File: src/rtl/pwm_bank_pkg.sv
// Shared types and constants for the PWM bank: compare modes, parameter
// defaults and limits, and the counter bit-reverse used by dithered channels.
package pwm_bank_pkg;

   typedef enum logic {
      LINEAR = 1'b0,
      BITREV = 1'b1
   } cmp_mode_e;

   localparam int NCH_DEFAULT   = 4;
   localparam int NCH_MIN       = 1;
   localparam int NCH_MAX       = 8;
   localparam int WIDTH_DEFAULT = 6;
   localparam int WIDTH_MIN     = 4;
   localparam int WIDTH_MAX     = 10;

   // Reverses the low 'width' bits of value (bit k -> bit width-1-k); the
   // upper WIDTH_MAX-width bits of the result are zero.
   function automatic logic [WIDTH_MAX-1:0] bit_reverse(
      input logic [WIDTH_MAX-1:0] value,
      input int unsigned          width
   );
      logic [WIDTH_MAX-1:0] full;
      for (int k = 0; k < WIDTH_MAX; k++) begin
         full[k] = value[WIDTH_MAX-1-k];
      end
      return full >> (WIDTH_MAX - width);
   endfunction

endpackage

File: src/rtl/pwm_chan.sv
// One PWM channel: shadow and active duty/mode, pending flag, and the
// registered compare against the shared counter.
module pwm_chan
   import pwm_bank_pkg::*;
#(
   parameter int WIDTH = WIDTH_DEFAULT
) (
   input  logic             i_clk,
   input  logic             i_rst_n,
   input  logic             i_ce,
   input  logic             i_wrap_step,
   input  logic [WIDTH-1:0] i_cnt,
   input  logic             i_we,
   input  logic [WIDTH-1:0] i_wdata,
   input  logic             i_wmode,
   input  logic             i_wimm,
   output logic             o_pwm,
   output logic             o_pend
);

   logic [WIDTH-1:0]     r_duty_sh;
   logic [WIDTH-1:0]     r_duty_act;
   cmp_mode_e            r_mode_sh;
   cmp_mode_e            r_mode_act;
   logic                 r_pend;
   logic                 r_pwm;

   logic [WIDTH_MAX-1:0] w_cnt_ext;
   logic [WIDTH_MAX-1:0] w_cnt_rev;
   logic [WIDTH_MAX-1:0] w_cmp;
   logic [WIDTH_MAX-1:0] w_duty_ext;

   // Compare in the WIDTH_MAX domain; the upper bits of both operands are zero.
   assign w_cnt_ext  = WIDTH_MAX'(i_cnt);
   assign w_cnt_rev  = bit_reverse(w_cnt_ext, WIDTH);
   assign w_duty_ext = WIDTH_MAX'(r_duty_act);
   assign w_cmp      = (r_mode_act == BITREV) ? w_cnt_rev : w_cnt_ext;

   always_ff @(posedge i_clk) begin
      if (!i_rst_n) begin
         r_duty_sh  <= '0;
         r_duty_act <= '0;
         r_mode_sh  <= LINEAR;
         r_mode_act <= LINEAR;
         r_pend     <= 1'b0;
         r_pwm      <= 1'b0;
      end else begin
         if (i_ce) begin
            r_pwm <= (w_cmp < w_duty_ext);
         end
         // A write on the wrap edge owns the channel: an immediate write wins
         // over the transfer, a deferred one waits for the following wrap.
         if (i_we) begin
            r_duty_sh <= i_wdata;
            r_mode_sh <= cmp_mode_e'(i_wmode);
            if (i_wimm) begin
               r_duty_act <= i_wdata;
               r_mode_act <= cmp_mode_e'(i_wmode);
               r_pend     <= 1'b0;
            end else begin
               r_pend     <= 1'b1;
            end
         end else if (i_wrap_step && r_pend) begin
            r_duty_act <= r_duty_sh;
            r_mode_act <= r_mode_sh;
            r_pend     <= 1'b0;
         end
      end
   end

   assign o_pwm  = r_pwm;
   assign o_pend = r_pend;

endmodule

File: src/rtl/pwm_bank.sv
// Bank of NCH PWM channels sharing one free-running counter, with a wrap
// pulse and per-channel write decode into shadow or active duty registers.
module pwm_bank
   import pwm_bank_pkg::*;
#(
   parameter  int NCH   = NCH_DEFAULT,
   parameter  int WIDTH = WIDTH_DEFAULT,
   localparam int CHW   = (NCH > 1) ? $clog2(NCH) : 1
) (
   input  logic             CLK,
   input  logic             nRESET,
   input  logic             CE,
   input  logic             WE,
   input  logic [CHW-1:0]   WSEL,
   input  logic [WIDTH-1:0] WDATA,
   input  logic             WMODE,
   input  logic             WIMM,
   output logic [NCH-1:0]   PWM,
   output logic [NCH-1:0]   PEND,
   output logic             WRAP
);

   if (NCH < NCH_MIN || NCH > NCH_MAX) begin : g_bad_nch
      $error("pwm_bank: NCH out of range");
   end
   if (WIDTH < WIDTH_MIN || WIDTH > WIDTH_MAX) begin : g_bad_width
      $error("pwm_bank: WIDTH out of range");
   end

   localparam logic [WIDTH-1:0] CNT_MAX = '1;

   logic [WIDTH-1:0] r_cnt;
   logic             r_wrap;
   logic             w_wrap_step;
   logic             w_sel_valid;
   logic [NCH-1:0]   w_we_ch;
   logic [NCH-1:0]   w_pwm;
   logic [NCH-1:0]   w_pend;

   // The step that ends a period: counter at its top value while enabled.
   assign w_wrap_step = CE && (r_cnt == CNT_MAX);

   always_ff @(posedge CLK) begin
      if (!nRESET) begin
         r_cnt  <= '0;
         r_wrap <= 1'b0;
      end else begin
         r_wrap <= w_wrap_step;
         if (CE) begin
            r_cnt <= r_cnt + 1'b1;
         end
      end
   end

   // WE is a single-cycle strobe with no backpressure: every WE edge is
   // accepted; a select beyond the last channel is dropped silently.
   assign w_sel_valid = (int'(WSEL) < NCH);

   always_comb begin
      w_we_ch = '0;
      for (int i = 0; i < NCH; i++) begin
         if (WE && w_sel_valid && (int'(WSEL) == i)) begin
            w_we_ch[i] = 1'b1;
         end
      end
   end

   for (genvar g = 0; g < NCH; g++) begin : g_chan
      pwm_chan #(
         .WIDTH (WIDTH)
      ) u_chan (
         .i_clk       (CLK),
         .i_rst_n     (nRESET),
         .i_ce        (CE),
         .i_wrap_step (w_wrap_step),
         .i_cnt       (r_cnt),
         .i_we        (w_we_ch[g]),
         .i_wdata     (WDATA),
         .i_wmode     (WMODE),
         .i_wimm      (WIMM),
         .o_pwm       (w_pwm[g]),
         .o_pend      (w_pend[g])
      );
   end

   assign PWM  = w_pwm;
   assign PEND = w_pend;
   assign WRAP = r_wrap;

endmodule
File: config.mk
export PLATFORM = sky130hd
export DESIGN_NAME = pwm_bank
export DESIGN_NICKNAME = d
export VERILOG_FILES = /design/src/rtl/pwm_bank_pkg.sv /design/src/rtl/pwm_chan.sv /design/src/rtl/pwm_bank.sv
export SDC_FILE = /design/constraint.sdc
export NUM_CORES = 1
export LEC_CHECK = 0
export CORE_ASPECT_RATIO = 0.8
export CORE_MARGIN = 4
export CORE_UTILIZATION = 50
export DETAILED_ROUTE_END_ITERATION = 12
export GPL_ROUTABILITY_DRIVEN = 1
export GPL_TIMING_DRIVEN = 0
export PLACE_DENSITY = 0.72
export SETUP_SLACK_MARGIN = 0.1
export SLEW_MARGIN = 20
export SYNTH_ARGS = -nofsm -noshare
export SYNTH_HDL_FRONTEND = slang
export SYNTH_SLANG_ARGS = --single-unit
File: constraint.sdc
create_clock -name CLK -period 2.1 [get_ports CLK]
set_input_delay 0.42 -clock CLK [delete_from_list [all_inputs] [get_ports CLK]]
set_output_delay 0.42 -clock CLK [all_outputs]
set_load 0.01 [all_outputs]
==> reports/metrics.yaml <==
clock_network:
  clock_latency_ns: 0.36
  cts_tree: "built"
  cts_max_level: 3
  root_buffer: "clkbuf_8"
  clock_sinks: 71
  clk_pin_slew_worst_paths_ns: 0.08
  ctsLongestPathBuffers: 2
  cts_buffers: 9
floorplanning:
  die_h_um: 85.6
  core_area_um2: 7090
  chipWidth_um: 105
  io_pins: 23
  die-area_um2: 8990
  initial_utilization_pct: 53.0
  floorplan.rows: 27
global_route:
  grt-ovfl-total: 0
  grt_pass1_vias: 2503
  track_usage_pct: 17.7
  grt_max_degree: 15
  antenna_found_initial: 0
  grt_pass1_wl_mm: 12.5
yosys:
  async_reset_ff_share_pct: 0
  syn_area_um2: 3760
  synth.distinct_cells: 37
  synth_top_flop_cell: "dfxtp_1"
  synth-seq-cells: 71
  synth.net_count: 399
  ys_warn_count: 0
  syn_area_per_cell_um2: 10.3
  seq_area_frac_synth_pct: 37.8
  postSynthCellCount: 364
  synth-edff-count: 0
timing:
  hold_viol_final: 0
  worst_pin_slew_ns: 0.511
  maxSlewViolCount: 0
  period_minus_slack_ns: 1.90
  timing.fmax_ghz: 0.525
  relSlewSlack_pct: 66.0
  finClkSkew_ns: 0.00757
  setup_violations: 0
  fin_crit_sh_pct: 90.6
  rsz0062_at_grt: "false"
layout:
  diodes: 0
  area_growth_syn_to_layout_pct: 14.5
  design_area_um2: 4310
  multi_input_area_um2: 2060
  fillers: 595
  fin_util_pct: 60.7
  drive_gt1_share_pct: 24.4
  fin_nets: 428
  seqCellArea_um2: 1420
worst_hold_path:
  hold_class: "in2reg"
detailed_routing:
  vias: 2528
  wl_per_cell_um: 15.2
  drtAntennaViolNets: 0
  wirelength_mm: 7.39
  vias_per_cell: 5.21
  dr.pass1.iters: 4
  initialDrtViolationCount: 61
  drt_drc_violations_left: 0
setup_path:
  worstSetupStartpointType: "register"
  arrival_ns: 2.15
  worstPathCellList: "clkbuf_2 > mux2_2 > ha_1 > nand4_1 > a311oi_1 > nor3_1 > a22o_1"
  end_kind: "register"
  path_buf_inv: 1
  cp.required_ns: 2.35
  cpPeakStageDelay_ns: 0.35
  path_max_fanout: 7
  path_class: "reg2reg"
  cp_top_family: "compound AO/OA/AOI/OAI gates"
  critPathSlowestCell: "mux2_2"
power:
  p_per_area_nw_per_um2: 674
  p_leak_nw: 1.86
  vdd_drop_max_mv: 0.512
place:
  placed_cell_area_um2: 4050
  port_buffers: 18
  hpwl_mm: 5.62
  place.gp.congestion: 0.804
job:
  max_cap_viol_count: 0
run_status:
  status: "complete, no violations"
-- sequential cells by signal, summed over array words and instances (netlist names) --
signal                    cells
g_chan.u_chan.o_pend          4
g_chan.u_chan.r_mode_sh       4
g_chan.u_chan.r_duty_act     24
g_chan.u_chan.r_mode_act      4
WRAP                          1
g_chan.u_chan.o_pwm           4
r_cnt                         6
g_chan.u_chan.r_duty_sh      24
-- final timing paths --
path	slack, ns	endpoint	cells past startpoint	startpoint
max	0.20	g_chan[1].u_chan.o_pwm	7	g_chan[1].u_chan.r_mode_act
min	0.39	r_cnt[1]	3	CE
max reg2reg	0.20	g_chan[1].u_chan.o_pwm	7	g_chan[1].u_chan.r_mode_act
min reg2reg	0.49	g_chan[1].u_chan.o_pwm	1	g_chan[1].u_chan.o_pwm
-- cells in the mapped netlist (all sizes together), types with 3 or more instances --
cell type | instances | area [um2]
nor2 | 5 | 18.8
a22o | 4 | 35.0
clkbuf | 15 | 56.3
nor3 | 4 | 20.0
a311oi | 4 | 35.0
nor2b | 33 | 206
o21ai | 5 | 25.0
o22ai | 6 | 57.6
buf | 18 | 143
mux2i | 33 | 330
ha | 21 | 263
a21oi | 4 | 20.0
xnor2 | 3 | 26.3
and2 | 37 | 231
inv | 25 | 93.8
mux2 | 48 | 567
nand4 | 6 | 52.6
nand2 | 9 | 33.8
dfxtp | 71 | 1420
-- cells by family after synthesis --
family                   synth area share, %
AND/OR/NAND/NOR                         16.9
multiplexers                            23.8
flip-flops                              37.8
buffers and inverters                   7.78
AO/OA/AOI/OAI                           5.82
adder cells (fa/ha/maj)                 6.98
XOR/XNOR                               0.931
-- worst min-delay path, stage by stage --
cell     delay [ns]
buf_6          0.11
mux2i_1        0.08
nor2b_1        0.09
-- timing repair --
action                                  CTS  global route
pin swaps                                 0             0
gates resized for setup                   3            15
hold buffers                              0             0
endpoints found under the setup margin    3            25
setup buffers                             0             0
endpoints found under the hold margin     0             0
-- cells in the final DEF (no fill, tap or decap), drive strengths merged, types with 2 or more instances in the layout --
master         Yosys  final
nand4              6      6
o21ai              5      5
nor3               4      4
bufinv             0      2
clkdlybuf4s50      0     17
nor2b             33     33
nor2               5      5
clkbuf            15     24
a22o               4      4
a21oi              4      4
buf               18     18
a311oi             4      4
xnor2              3      3
mux2i             33     33
mux2              48     48
dfxtp             71     71
nand3              2      2
inv               25     28
nand3b             2      2
o22ai              6      6
ha                21     21
nand2              9      9
and2              37     37
-- metrics by stage --
stage	hold slack [ns]	power, mW	setup WS, ns	setup TNS, ns	instances
after detailed placement	0.478	1.70	-0.269	-5.95	469
final	0.386	2.90	0.197	0	485
after global routing	0.394	3.04	0.104	0	485
after global placement	0.469	1.69	-0.246	-5.37	469
after floorplan	0.450	1.60	0.279	0	364
after CTS	0.380	2.94	0.106	0	485
-- report_power, final --
group | switching, mW | internal [mW]
Combinational | 0.139 | 0.135
Sequential | 0.0120 | 1.38
Clock | 0.557 | 0.683
-- cell type report --
type                       count  share of cell area [%]
buffer                        33                    4.91
clock buffer                   9                    2.88
clock inverter                 7                    2.38
inverter                      25                    2.18
multi-input combinational    235                    47.9
sequential                    71                    33.0
tap                           87                    2.53
timing repair buffer          18                    4.24
-- layer usage --
layer	vias to the layer above	track usage, %	share of wire, %
met4	0	6.32	1.9
met3	15	6.02	5.6
met1	1181	22.8	49
met5	-	0	0
li1	1288	-	-
met2	44	27.8	44
Power figures use the tool's default switching activity.
